<file path="src/rtl/fifo_wr_arbiter_rr_pkg.sv">
// rtl/fifo_wr_arbiter_rr_pkg.sv - shared types and width helper for the FIFO write-side arbiter
package fifo_arb_pkg;

    typedef enum logic [0:0] {
        ARB_IDLE  = 1'b0,
        ARB_BURST = 1'b1
    } arb_state_t;

    // Index width that never collapses to zero for a single-entry vector
    function automatic int clog2w(input int n);
        return (n <= 1) ? 1 : $clog2(n);
    endfunction

endpackage

</file>
<file path="src/rtl/arbiter_rr_pick.sv">
// rtl/arbiter_rr_pick.sv - combinational round-robin picker, search starts after the last winner
module arbiter_rr_pick
    import fifo_arb_pkg::*;
#(
    parameter int N = 4,
    localparam int IW = clog2w(N)
) (
    input  logic [N-1:0]  i_req,
    input  logic [IW-1:0] i_last_idx,
    output logic [N-1:0]  o_grant,
    output logic [IW-1:0] o_idx,
    output logic          o_valid
);

    logic [2*N-1:0] w_dbl;
    logic [N-1:0]   w_rot;
    logic [IW:0]    w_start;
    logic [IW:0]    w_pos;
    logic [IW:0]    w_sum;

    // Doubling the vector turns the wrap-around search into a plain shift plus lowest-bit encode
    always_comb begin
        w_start = (i_last_idx >= IW'(N - 1)) ? '0 : ({1'b0, i_last_idx} + (IW+1)'(1));
        w_dbl   = {i_req, i_req};
        w_rot   = N'(w_dbl >> w_start);
        w_pos   = '0;
        for (int k = N - 1; k >= 0; k--) begin
            if (w_rot[k]) begin
                w_pos = (IW+1)'(k);
            end
        end
        w_sum = w_start + w_pos;
        if (w_sum >= (IW+1)'(N)) begin
            w_sum = w_sum - (IW+1)'(N);
        end
        o_valid = |i_req;
        o_idx   = o_valid ? w_sum[IW-1:0] : '0;
        o_grant = o_valid ? (N'(1) << o_idx) : '0;
    end

endmodule

</file>
<file path="src/rtl/fifo_wr_arbiter_rr.sv">
// rtl/fifo_wr_arbiter_rr.sv - round-robin burst arbiter sharing one FIFO write port among N requesters
module fifo_wr_arbiter_rr
    import fifo_arb_pkg::*;
#(
    parameter int N               = 4,
    parameter int DATA_WIDTH      = 8,
    parameter int MAX_BURST       = 4,
    parameter int USE_ALMOST_FULL = 0,
    localparam int IW = clog2w(N),
    localparam int CW = clog2w(MAX_BURST + 1)
) (
    input  logic                    i_clk,
    input  logic                    i_rst_n,
    input  logic [N-1:0]            i_req,
    input  logic [N*DATA_WIDTH-1:0] i_data,
    input  logic [N-1:0]            i_last,
    output logic [N-1:0]            o_ack,
    output logic [N-1:0]            o_grant,
    output logic [IW-1:0]           o_grant_id,
    output logic                    o_wr_write,
    output logic [DATA_WIDTH-1:0]   o_wr_data,
    input  logic                    i_wr_full,
    input  logic                    i_wr_almost_full
);

    arb_state_t      r_state;
    logic [N-1:0]    r_grant;
    logic [IW-1:0]   r_grant_id;
    logic [IW-1:0]   r_ptr;
    logic [CW-1:0]   r_cnt;

    logic [N-1:0]    w_pick_grant;
    logic [IW-1:0]   w_pick_idx;
    logic            w_pick_valid;
    logic            w_stall;
    logic            w_busy;
    logic            w_req_g;
    logic            w_xfer;
    logic [CW-1:0]   w_cnt_nxt;
    logic            w_burst_end;

    arbiter_rr_pick #(.N(N)) u_pick (
        .i_req      (i_req),
        .i_last_idx (r_ptr),
        .o_grant    (w_pick_grant),
        .o_idx      (w_pick_idx),
        .o_valid    (w_pick_valid)
    );

    assign w_stall     = i_wr_full | ((USE_ALMOST_FULL != 0) & i_wr_almost_full);
    assign w_busy      = (r_state == ARB_BURST);
    assign w_req_g     = i_req[r_grant_id];
    assign w_xfer      = w_busy & w_req_g & ~w_stall;
    assign w_cnt_nxt   = r_cnt + CW'(1);
    assign w_burst_end = i_last[r_grant_id] | (w_cnt_nxt == CW'(MAX_BURST));

    // Datapath is a pure mux off the registered grant: data leaves in the same cycle it is accepted
    assign o_grant    = r_grant;
    assign o_grant_id = r_grant_id;
    assign o_wr_write = w_xfer;
    assign o_ack      = r_grant & {N{w_xfer}};
    assign o_wr_data  = w_busy ? i_data[int'(r_grant_id)*DATA_WIDTH +: DATA_WIDTH] : '0;

    always_ff @(posedge i_clk) begin
        if (!i_rst_n) begin
            r_state    <= ARB_IDLE;
            r_grant    <= '0;
            r_grant_id <= '0;
            r_cnt      <= '0;
            r_ptr      <= IW'(N - 1);
        end else begin
            unique case (r_state)
                ARB_IDLE: begin
                    if (w_pick_valid) begin
                        r_state    <= ARB_BURST;
                        r_grant    <= w_pick_grant;
                        r_grant_id <= w_pick_idx;
                        r_ptr      <= w_pick_idx;
                        r_cnt      <= '0;
                    end
                end
                ARB_BURST: begin
                    if (w_xfer) begin
                        r_cnt <= w_cnt_nxt;
                        if (w_burst_end) begin
                            r_state    <= ARB_IDLE;
                            r_grant    <= '0;
                            r_grant_id <= '0;
                        end
                    end else if (!w_stall && !w_req_g) begin
                        // Withdrawn requester forfeits the rest of its burst
                        r_state    <= ARB_IDLE;
                        r_grant    <= '0;
                        r_grant_id <= '0;
                    end
                end
                default: begin
                    r_state <= ARB_IDLE;
                    r_grant <= '0;
                end
            endcase
        end
    end

`ifndef SYNTHESIS
    a_req_held_on_stall: assert property (@(posedge i_clk) disable iff (!i_rst_n)
        (w_busy && w_req_g && w_stall) |=> w_req_g);
    a_no_write_when_full: assert property (@(posedge i_clk) disable iff (!i_rst_n)
        !(o_wr_write && i_wr_full));
    a_grant_onehot0: assert property (@(posedge i_clk) disable iff (!i_rst_n)
        $onehot0(o_grant));
`endif

endmodule

</file>
<file path="config.mk">
export PLATFORM = sky130hd
export DESIGN_NAME = fifo_wr_arbiter_rr
export DESIGN_NICKNAME = d
export VERILOG_FILES = /design/src/rtl/fifo_wr_arbiter_rr_pkg.sv /design/src/rtl/arbiter_rr_pick.sv /design/src/rtl/fifo_wr_arbiter_rr.sv
export SDC_FILE = /design/constraint.sdc
export NUM_CORES = 1
export LEC_CHECK = 0
export ABC_AREA = 1
export CAP_MARGIN = 20
export CORE_ASPECT_RATIO = 2
export CORE_MARGIN = 2
export CORE_UTILIZATION = 39
export CTS_CLUSTER_DIAMETER = 80
export DETAILED_ROUTE_END_ITERATION = 10
export GPL_TIMING_DRIVEN = 0
export PLACE_DENSITY = 0.87
export SLEW_MARGIN = 20
export SYNTH_ARGS = -nofsm -noshare
export SYNTH_HDL_FRONTEND = slang
export SYNTH_SLANG_ARGS = --single-unit
export TNS_END_PERCENT = 30
</file>
<file path="constraint.sdc">
create_clock -name i_clk -period 2 [get_ports i_clk]
set_input_delay 0.4 -clock i_clk [delete_from_list [all_inputs] [get_ports i_clk]]
set_output_delay 0.4 -clock i_clk [all_outputs]
set_load 0.1 [all_outputs]
</file>
# After elaboration in Yosys (flattened, before gate mapping)
# Index checks and enable logic that the tools add are counted.
classes:
  add_sub_neg: 4
  multipliers: 0
  n_div: 0
  magnitude_cmp: 3
  eq_ne: 5
  shifts: 3
  n_mux: 30
  n_bitwise: 6
  reduce_logical: 7
op_table:
  columns: ["op", "n"]
  rows:
  - ["indexed part select 32 x 6 -> 8 bit", 1]
  - ["2-to-1 mux 2 bit", 10]
  - ["2-to-1 mux 4 bit", 4]
  - ["2-to-1 mux 3 bit", 3]
  - ["2-to-1 mux 8 bit", 1]
  - ["one-hot mux 4 bit (2 select lines)", 1]
  - [">> shifter 8 x 3 -> 4 bit", 1]
  - ["2-to-1 mux 1 bit", 6]
  - ["one-hot mux 3 bit (2 select lines)", 1]
  - ["bitwise AND 4 bit", 1]
  - ["binary-select mux 1 bit (select 2 bit)", 2]
  - ["!= test 2 x 1 -> 1 bit, second input constant", 2]
  - ["one-hot mux 2 bit (2 select lines)", 1]
  - ["AND reduction 2 bit", 2]
  - ["OR reduction 4 bit", 1]
  - ["<< shifter 1 x 2 -> 4 bit, first input constant", 1]
  - ["adder 2 x 1 -> 3 bit, second input constant", 1]
  - ["adder 3 x 1 -> 3 bit, second input constant", 1]
  - ["adder 3 x 2 -> 3 bit", 1]
  - ["== test 3 bit, second input constant", 1]
  - ["greater-or-equal comparator 3 bit, second input constant", 1]
  - ["less-than comparator 2 x 3 -> 1 bit, second input constant", 1]
  - ["!= test 3 x 1 -> 1 bit, second input constant", 1]
  - ["!= test 3 x 2 -> 1 bit, second input constant", 1]
  - ["other kinds (9)", 12]
word_totals:
  reg_bits: 12
  latch_bits: 0
  ram_bits: 0
  mem_bits_ro: 0
  in_bits: 44
  out_inout_bits: 19
  n_memories: 0

# Depth between registers and ports, before layout
# Gate-level depths: netlist of run 1.
logic_depth:
  word_depth: 14
  depth_mapped: 15

# Hierarchy
# From an unflattened synthesis of run 1, not the netlist that was laid out.
hier_totals:
  hier_cells: 232
  hier_area_um2: 1363.8
by_module_without_submodules:
  columns: ["module", "instances", "cells_per_inst", "area_each_um2", "seq_area_each_um2"]
  rows:
  - ["fifo_wr_arbiter_rr", 1, 174, 1036.0, 240.2]
  - ["arbiter_rr_pick", 1, 58, 327.8, 0.0]

# Worst setup path before layout of run 1
# OpenSTA, ideal clock, no wires.
synth_timing:
  path_type: "reg-to-output"
  from: "register r_grant_id[0], in the netlist o_grant_id[0]"
  to: "output port o_wr_data[6]"
  arrival_time_ps: 3321
  required_ps: 1600
  path_slack_ps: -1721
  stages_incl_launch_ff: 7
  n_path_buf: 2
  cell_sequence: "dfxtp_1 > buf_2 > buf_1 > nor2_1 > nor2_1 > o21ai_0 > a21oi_1"
synth_between:
  elab_chain_len: 2
synth_lines:
  columns: ["item", "line", "text"]
  rows:
  - ["from (decl)", "fifo_wr_arbiter_rr.sv:28", "logic [IW-1:0] r_grant_id;"]
  - ["from (signal assigned)", "fifo_wr_arbiter_rr.sv:77", "r_grant_id <= w_pick_idx;"]
  - ["indexed part select 32 x 6 -> 8 bit", "fifo_wr_arbiter_rr.sv:62", "assign o_wr_data = w_busy ? i_data[int'(r_grant_id)*DATA_WIDTH +: DATA_WIDTH] : '0;"]
  - ["2-to-1 mux 8 bit", "fifo_wr_arbiter_rr.sv:62", null]
  - ["to (decl)", "fifo_wr_arbiter_rr.sv:21", "output logic [DATA_WIDTH-1:0] o_wr_data,"]
# No other way between the ends.

# Worst setup path after layout of run 1
layout_timing:
  from: "register r_grant_id[0], in the netlist o_grant_id[0]"
  to: "output port o_wr_data[7]"
# The elaborated chain is that of the path after synthesis.

==> impl_metrics.py, run 1 <==
metrics = {
    "logic_synthesis": {
        "synth-edff-count": 0,
        "synthArstFlopShare": 0,
        "synth.area.top_cells": "dfxtp_1 21%, nor2_1 15%, nand2_1 12%, a21oi_1 7.8%, o21ai_0 7.4%",
        "yosysWarnings": 0,
        "yosys.cell_types.count": 27,
        "yosys-top-cells-count": "47 x nor2_1, 36 x nand2_1, 18 x a21oi_1",
        "synth.most_common_cell": "nor2_1",
        "ys_seq_elements": 12,
        "synth_ff_type": "dfxtp_1",
        "seq_area_frac_synth": 0.208,
        "yosysTopAreaCellShare": 0.208,
        "syn_inst": 205,
        "syn_area_um2": 1150,
        "synth_nets": 252,
        "synth.avg_cell_area_um2": 5.62,
        "yosys.area.top_type": "dfxtp_1",
    },
    "critical_path": {
        "end_kind": "output pin",
        "r2r_cells": 11,
        "max_stage_delay_ps": 360,
        "ff2ff_setup_slack_ps": 180,
        "crit_slowest_cell": "dfxtp_4",
        "worstSetupPathType": "reg2out",
        "worst-path-buf-inv": 4,
        "cp.arrival_ps": 1560,
        "crit_family": "buffers and inverters",
        "crit_fanout": 10,
        "cp_cell_sequence": "inv_2, clkbuf_4, clkbuf_8, o21ai_1, a21oi_4, buf_8",
        "start_kind": "register",
        "crit_required_ps": 1600,
        "r2r_end": "o_grant_id[1]",
        "worstReg2RegStart": "o_grant_id[0]",
    },
    "detailed_routing": {
        "post_drt_wl_per_cell_um": 14.1,
        "wirelength_mm": 4.24,
        "viasPerCell": 5.22,
        "num_vias": 1566,
        "drc_errors": 0,
        "ant_nets": 0,
        "drt-initial-drc-count": 63,
        "dr.pass1.iters": 4,
    },
    "placement": {
        "dpl-instance-area_um2": 1940,
        "place_hpwl_mm": 3.22,
        "place_congestion": 0.813,
        "io_buffers": 61,
        "dp.cells": 295,
    },
    "job": {
        "cap_violations": 0,
    },
    "cells_and_area": {
        "diodes": 0,
        "drive_gt1_frac": 0.255,
        "synthToLayoutAreaGrowth_pct": 85.8,
        "regArea_um2": 250,
        "final_area_um2": 2140,
        "fin_cells": 300,
        "fillers": 210,
        "nNetsFinal": 319,
        "multi_input_area_um2": 926,
    },
    "global_route": {
        "grt_usage": 0.264,
        "grt_pass1_vias": 1616,
        "grt_max_degree": 11,
        "antenna_found_initial": 0,
        "grt_overflow": 0,
        "grt_pass1_wl_mm": 7.03,
    },
    "sta": {
        "maxSlewHeadroom": 0.354,
        "setup_viol": 0,
        "hold_violations": 0,
        "finalSetupTns_ps": 0,
        "fmax_mhz": 510,
        "drv_slew": 0,
        "rsz0062_at_grt": "yes",
        "layout_min_cycle_time_ps": 1960,
        "tightest_slew_ps": 974,
        "finClkSkew_ps": 4.12,
        "timing.final.crit_share": 0.981,
    },
    "pwr": {
        "power.internal_mw": 1.34,
        "irDropWorstVdd_v": 0.00106,
        "p_clk_frac": 0.081,
        "swShare": 0.600,
        "leakage_nw": 0.924,
        "power_mw": 3.35,
        "p_seq_frac": 0.118,
        "p_comb_frac": 0.801,
        "power_density_nw_per_um2": 1560,
        "power_switching_mw": 2.01,
    },
    "floorplanning": {
        "dieArea_um2": 3430,
        "rows": 27,
        "core_region_area_um2": 2770,
        "boundaryPins": 63,
        "start_util": 0.416,
        "dieWidth_um": 42.4,
        "die_y_um": 80.9,
    },
    "clocking": {
        "tritoncts": "done",
        "cts_buffers": 3,
        "cts_max_level": 1,
        "cts.path.max_buffers": 2,
        "clkSinkCount": 12,
        "clk-insertion-delay-late_ps": 250,
        "root_buffer": "clkbuf_8",
        "path_clk_slew_ps": 50,
    },
    "worst_hold_path": {
        "min_to": "o_grant[0]",
        "min_path_cells": 2,
        "hold_path_class": "reg2reg",
        "hp-start": "o_grant[0]",
    },
    "status": {
        "outcome": "finished, final reports clean",
    },
}
-- flip-flops by register name, summed over array words and instances, names as in the netlist --
register,cells
o_grant,4
r_cnt,3
o_grant_id,2
r_ptr,2
r_state,1
-- logic make-up after synthesis --
group,Yosys count,share of synthesized area
flip-flops,12,0.208
XOR/XNOR,1,0.00760
AND/OR/NAND/NOR,113,0.442
AO/OA/AOI/OAI,44,0.202
buffers and inverters,32,0.107
adder cells (fa/ha/maj),3,0.0326
-- final cells by class --
type,instances,area share
Multi-Input combinational cell,161,0.432
Timing Repair Buffer,62,0.337
Sequential cell,12,0.117
Inverter,26,0.0456
Clock buffer,4,0.0257
Buffer,6,0.0251
Tap cell,29,0.0169
-- routing by layer --
metal	global-route usage	routed length [um]
met2	0.512	2350
met4	0.163	203
met3	0.0400	194
met5	0	0
met1	0.248	1490
-- power by group through the flow --
stage | sequential [mW] | combinational (mW) | clock, mW
3_3_place_gp | 0.392 | 2.48 | 0
5_1_grt | 0.411 | 2.89 | 0.285
4_1_cts | 0.390 | 2.58 | 0.270
6_report | 0.394 | 2.68 | 0.271
3_5_place_dp | 0.395 | 2.52 | 0
2_1_floorplan | 0.779 | 1.60 | 0
-- tightest hold or removal path: stages (launching register included) --
cell and delay [ps]:
dfxtp_1 310, nand2_1 60, a21oi_1 50
-- how the worst max path moves through the flow --
stage	start	to	slack [ps]	cells after the start
final	o_grant_id[0]	o_wr_data[7]	40	6
after global routing	o_grant_id[0]	o_wr_data[4]	-60	7
after CTS	o_grant_id[0]	o_wr_data[4]	10	6
after floorplan	o_grant[0]	o_ack[0]	-70	2
after global placement	i_req[2]	o_ack[3]	-1220	8
after detailed placement	i_req[2]	o_wr_write	-1260	8
-- cells in the final DEF, fill, tap and decap left out, types with 3 or more instances in the layout --
cell type	n
nor2_2	3
dfxtp_1	8
a21oi_4	8
nor2_4	6
nand3_1	12
a21oi_1	10
buf_12	11
dlygate4sd2_1	9
o21ai_1	13
nand2_1	36
nand2_2	7
inv_2	8
o21ai_0	7
clkdlybuf4s50_1	38
clkbuf_8	5
nor2_1	42
inv_1	16
-- per-stage QoR --
stage,util,setup WS [ps],hold WS [ps]
final,0.773,38.8,475
after global routing,0.773,-60.9,509
after floorplan,-,-65.3,445
after detailed placement,0.701,-1260,471
after CTS,0.752,11.0,478
after global placement,0.701,-1220,462
-- what timing repair did --
action,4_1_cts,5_1_grt
hold buffers,0,0
gates resized for setup,120,19
endpoints found under the setup margin,23,21
setup buffers,1,0
pin swaps,3,1
gates cloned,0,0
No activity file was read; power rests on OpenSTA's default activity.
==> inputs of run 2 (changes only) <==
--- a/config.mk
+++ b/config.mk
@@ -7,13 +7,12 @@
 export LEC_CHECK = 0
 export ABC_AREA = 1
 export CAP_MARGIN = 20
-export CORE_ASPECT_RATIO = 2
-export CORE_MARGIN = 2
-export CORE_UTILIZATION = 39
+export CORE_UTILIZATION = 50
 export CTS_CLUSTER_DIAMETER = 80
 export DETAILED_ROUTE_END_ITERATION = 10
+export DONT_BUFFER_PORTS = 1
 export GPL_TIMING_DRIVEN = 0
-export PLACE_DENSITY = 0.87
+export PLACE_DENSITY = 0.71
 export SLEW_MARGIN = 20
 export SYNTH_ARGS = -nofsm -noshare
 export SYNTH_HDL_FRONTEND = slang
==> run 2 against run 1 <==
The run now ends with setup timing left; global-route usage rose by 0.46 points; fmax fell by 17%; register-to-register slack got worse by 130 ps; sequential power rose by 100%; wire length fell by 27%; final area fell by 29%; setup slack got worse by 410 ps.
==> impl_metrics.py, run 2 (synthesis gave the netlist of run 1 again) <==
metrics = {
    "status": {
        "outcome": "finished with violations",
        "violations": "setup timing",
    },
    "clocking": {
        "hold_buffers": 0,
        "path_clk_slew_ps": 70,
        "clk-insertion-delay-late_ps": 270,
        "cts_buffers": 3,
        "root_buffer": "clkbuf_4",
        "tritoncts": "done",
        "cts.path.max_buffers": 2,
        "cts_max_level": 1,
        "clkSinkCount": 12,
    },
    "sta": {
        "timing.final.crit_share": 1.19,
        "finalSetupTns_ps": -4010,
        "finClkSkew_ps": 0.779,
        "setup_viol": 13,
        "tightest_slew_ps": 713,
        "drv_slew": 0,
        "layout_min_cycle_time_ps": 2370,
        "hold_violations": 0,
        "maxSlewHeadroom": 0.524,
        "fmax_mhz": 421,
        "fin_ws_ps": -374,
        "rsz0062_at_grt": "yes",
    },
    "critical_path": {
        "start_kind": "register",
        "worstSetupPathType": "reg2out",
        "r2r_cells": 11,
        "cp.arrival_ps": 1970,
        "crit_fanout": 6,
        "crit_required_ps": 1600,
        "end_kind": "output pin",
    },
    "floorplanning": {
        "rows": 17,
        "start_util": 0.526,
        "die_y_um": 50.0,
        "dieWidth_um": 50.0,
        "core_region_area_um2": 2190,
        "dieArea_um2": 2500,
        "boundaryPins": 63,
    },
    "cells_and_area": {
        "final_cell_mix": "36 x nand2_1, 33 x nor2_1, 15 x inv_1, 12 x nand3_1, 11 x o21ai_2",
        "layout_commonest_cell": "nand2_1",
        "final_area_um2": 1520,
        "largest_reg_flops": 4,
        "nNetsFinal": 263,
        "fin_util": 0.694,
        "fin_cells": 243,
        "synthToLayoutAreaGrowth_pct": 32.0,
        "diodes": 0,
        "drive_gt1_frac": 0.381,
    },
    "detailed_routing": {
        "drc_errors": 0,
        "ant_nets": 0,
        "drt-initial-drc-count": 27,
        "post_drt_wl_per_cell_um": 12.8,
        "num_vias": 1336,
        "viasPerCell": 5.50,
        "wirelength_mm": 3.12,
        "dr.pass1.iters": 4,
    },
    "global_route": {
        "grt_pass1_vias": 1265,
        "grt_usage": 0.269,
        "antenna_found_initial": 0,
        "grt_overflow": 0,
        "grt_pass1_wl_mm": 5.31,
        "grt_max_degree": 11,
    },
    "pwr": {
        "leakage_nw": 0.630,
        "irDropWorstVdd_v": 0.00131,
        "power_density_nw_per_um2": 1970,
        "power_mw": 2.99,
    },
    "placement": {
        "dp.cells": 233,
        "place_hpwl_mm": 2.37,
        "place_congestion": 0.829,
        "io_buffers": 0,
        "dpl-instance-area_um2": 1330,
    },
    "worst_hold_path": {
        "hold_path_class": "in2reg",
        "min_path_cells": 1,
    },
    "job": {
        "cap_violations": 0,
    },
}
-- run 2: changes by cell type in the layout (fill, tap and decap cells not counted), moves of 7 or more --
cell,change
buf_12,-11
clkdlybuf4s50_1,-38
dlygate4sd2_1,-9
nor2_1,-9
nor2_2,+7
o21ai_1,-9
o21ai_2,+9
-- run 2: path summary, 6_finish.rpt --
check	startpoint	to	slack, ps
setup / recovery	o_grant_id[0]	o_wr_data[5]	-370
hold / removal	i_rst_n	r_ptr[0]	230
hold reg to reg	r_cnt[2]	r_cnt[2]	480
setup reg to reg	o_grant_id[0]	o_grant[2]	50
-- run 2: what timing repair did --
item / CTS / global route
gates resized for setup: 21 / 23
pin swaps: 7 / 14
buffers inserted: 3 / 1
gates cloned: 2 / 0
endpoints found under the setup margin: 21 / 21
-- run 2: layout make-up --
type / instances / area [um2]
buffer: 6 / 60.1
clock buffer: 4 / 26.3
fill: 202 / 669
inverter: 26 / 100
multi-input combinational: 161 / 996
sequential: 12 / 254
tap: 28 / 35.0
timing repair buffer: 6 / 50.0
-- run 2: power breakdown --
part | switching [mW] | total [mW] | internal (mW)
clock network | 0.0785 | 0.156 | 0.0772
registers | 0.467 | 0.804 | 0.337
logic | 1.41 | 2.03 | 0.620
-- run 2: worst max-delay path, stage by stage (launching register included) --
cell	delay [ps]
dfxtp_4	570
buf_6	180
buf_6	120
nor2_1	40
nor2_1	110
o21ai_2	90
a21oi_4	590
-- run 2: layer usage --
metal | global-route usage | routed length (um) | up-vias
met5 | 0 | 0 | -
met3 | 0.0679 | 211 | 0
met4 | 0.0333 | 0 | 0
li1 | - | - | 687
met2 | 0.507 | 1610 | 44
met1 | 0.304 | 1300 | 605
-- run 2: metrics by stage --
step	worst slack, ps	hold WS, ps
global route	-439	233
global placement	-131	464
floorplan	-65.3	445
finish	-374	234
detailed placement	-163	468
CTS	-370	232
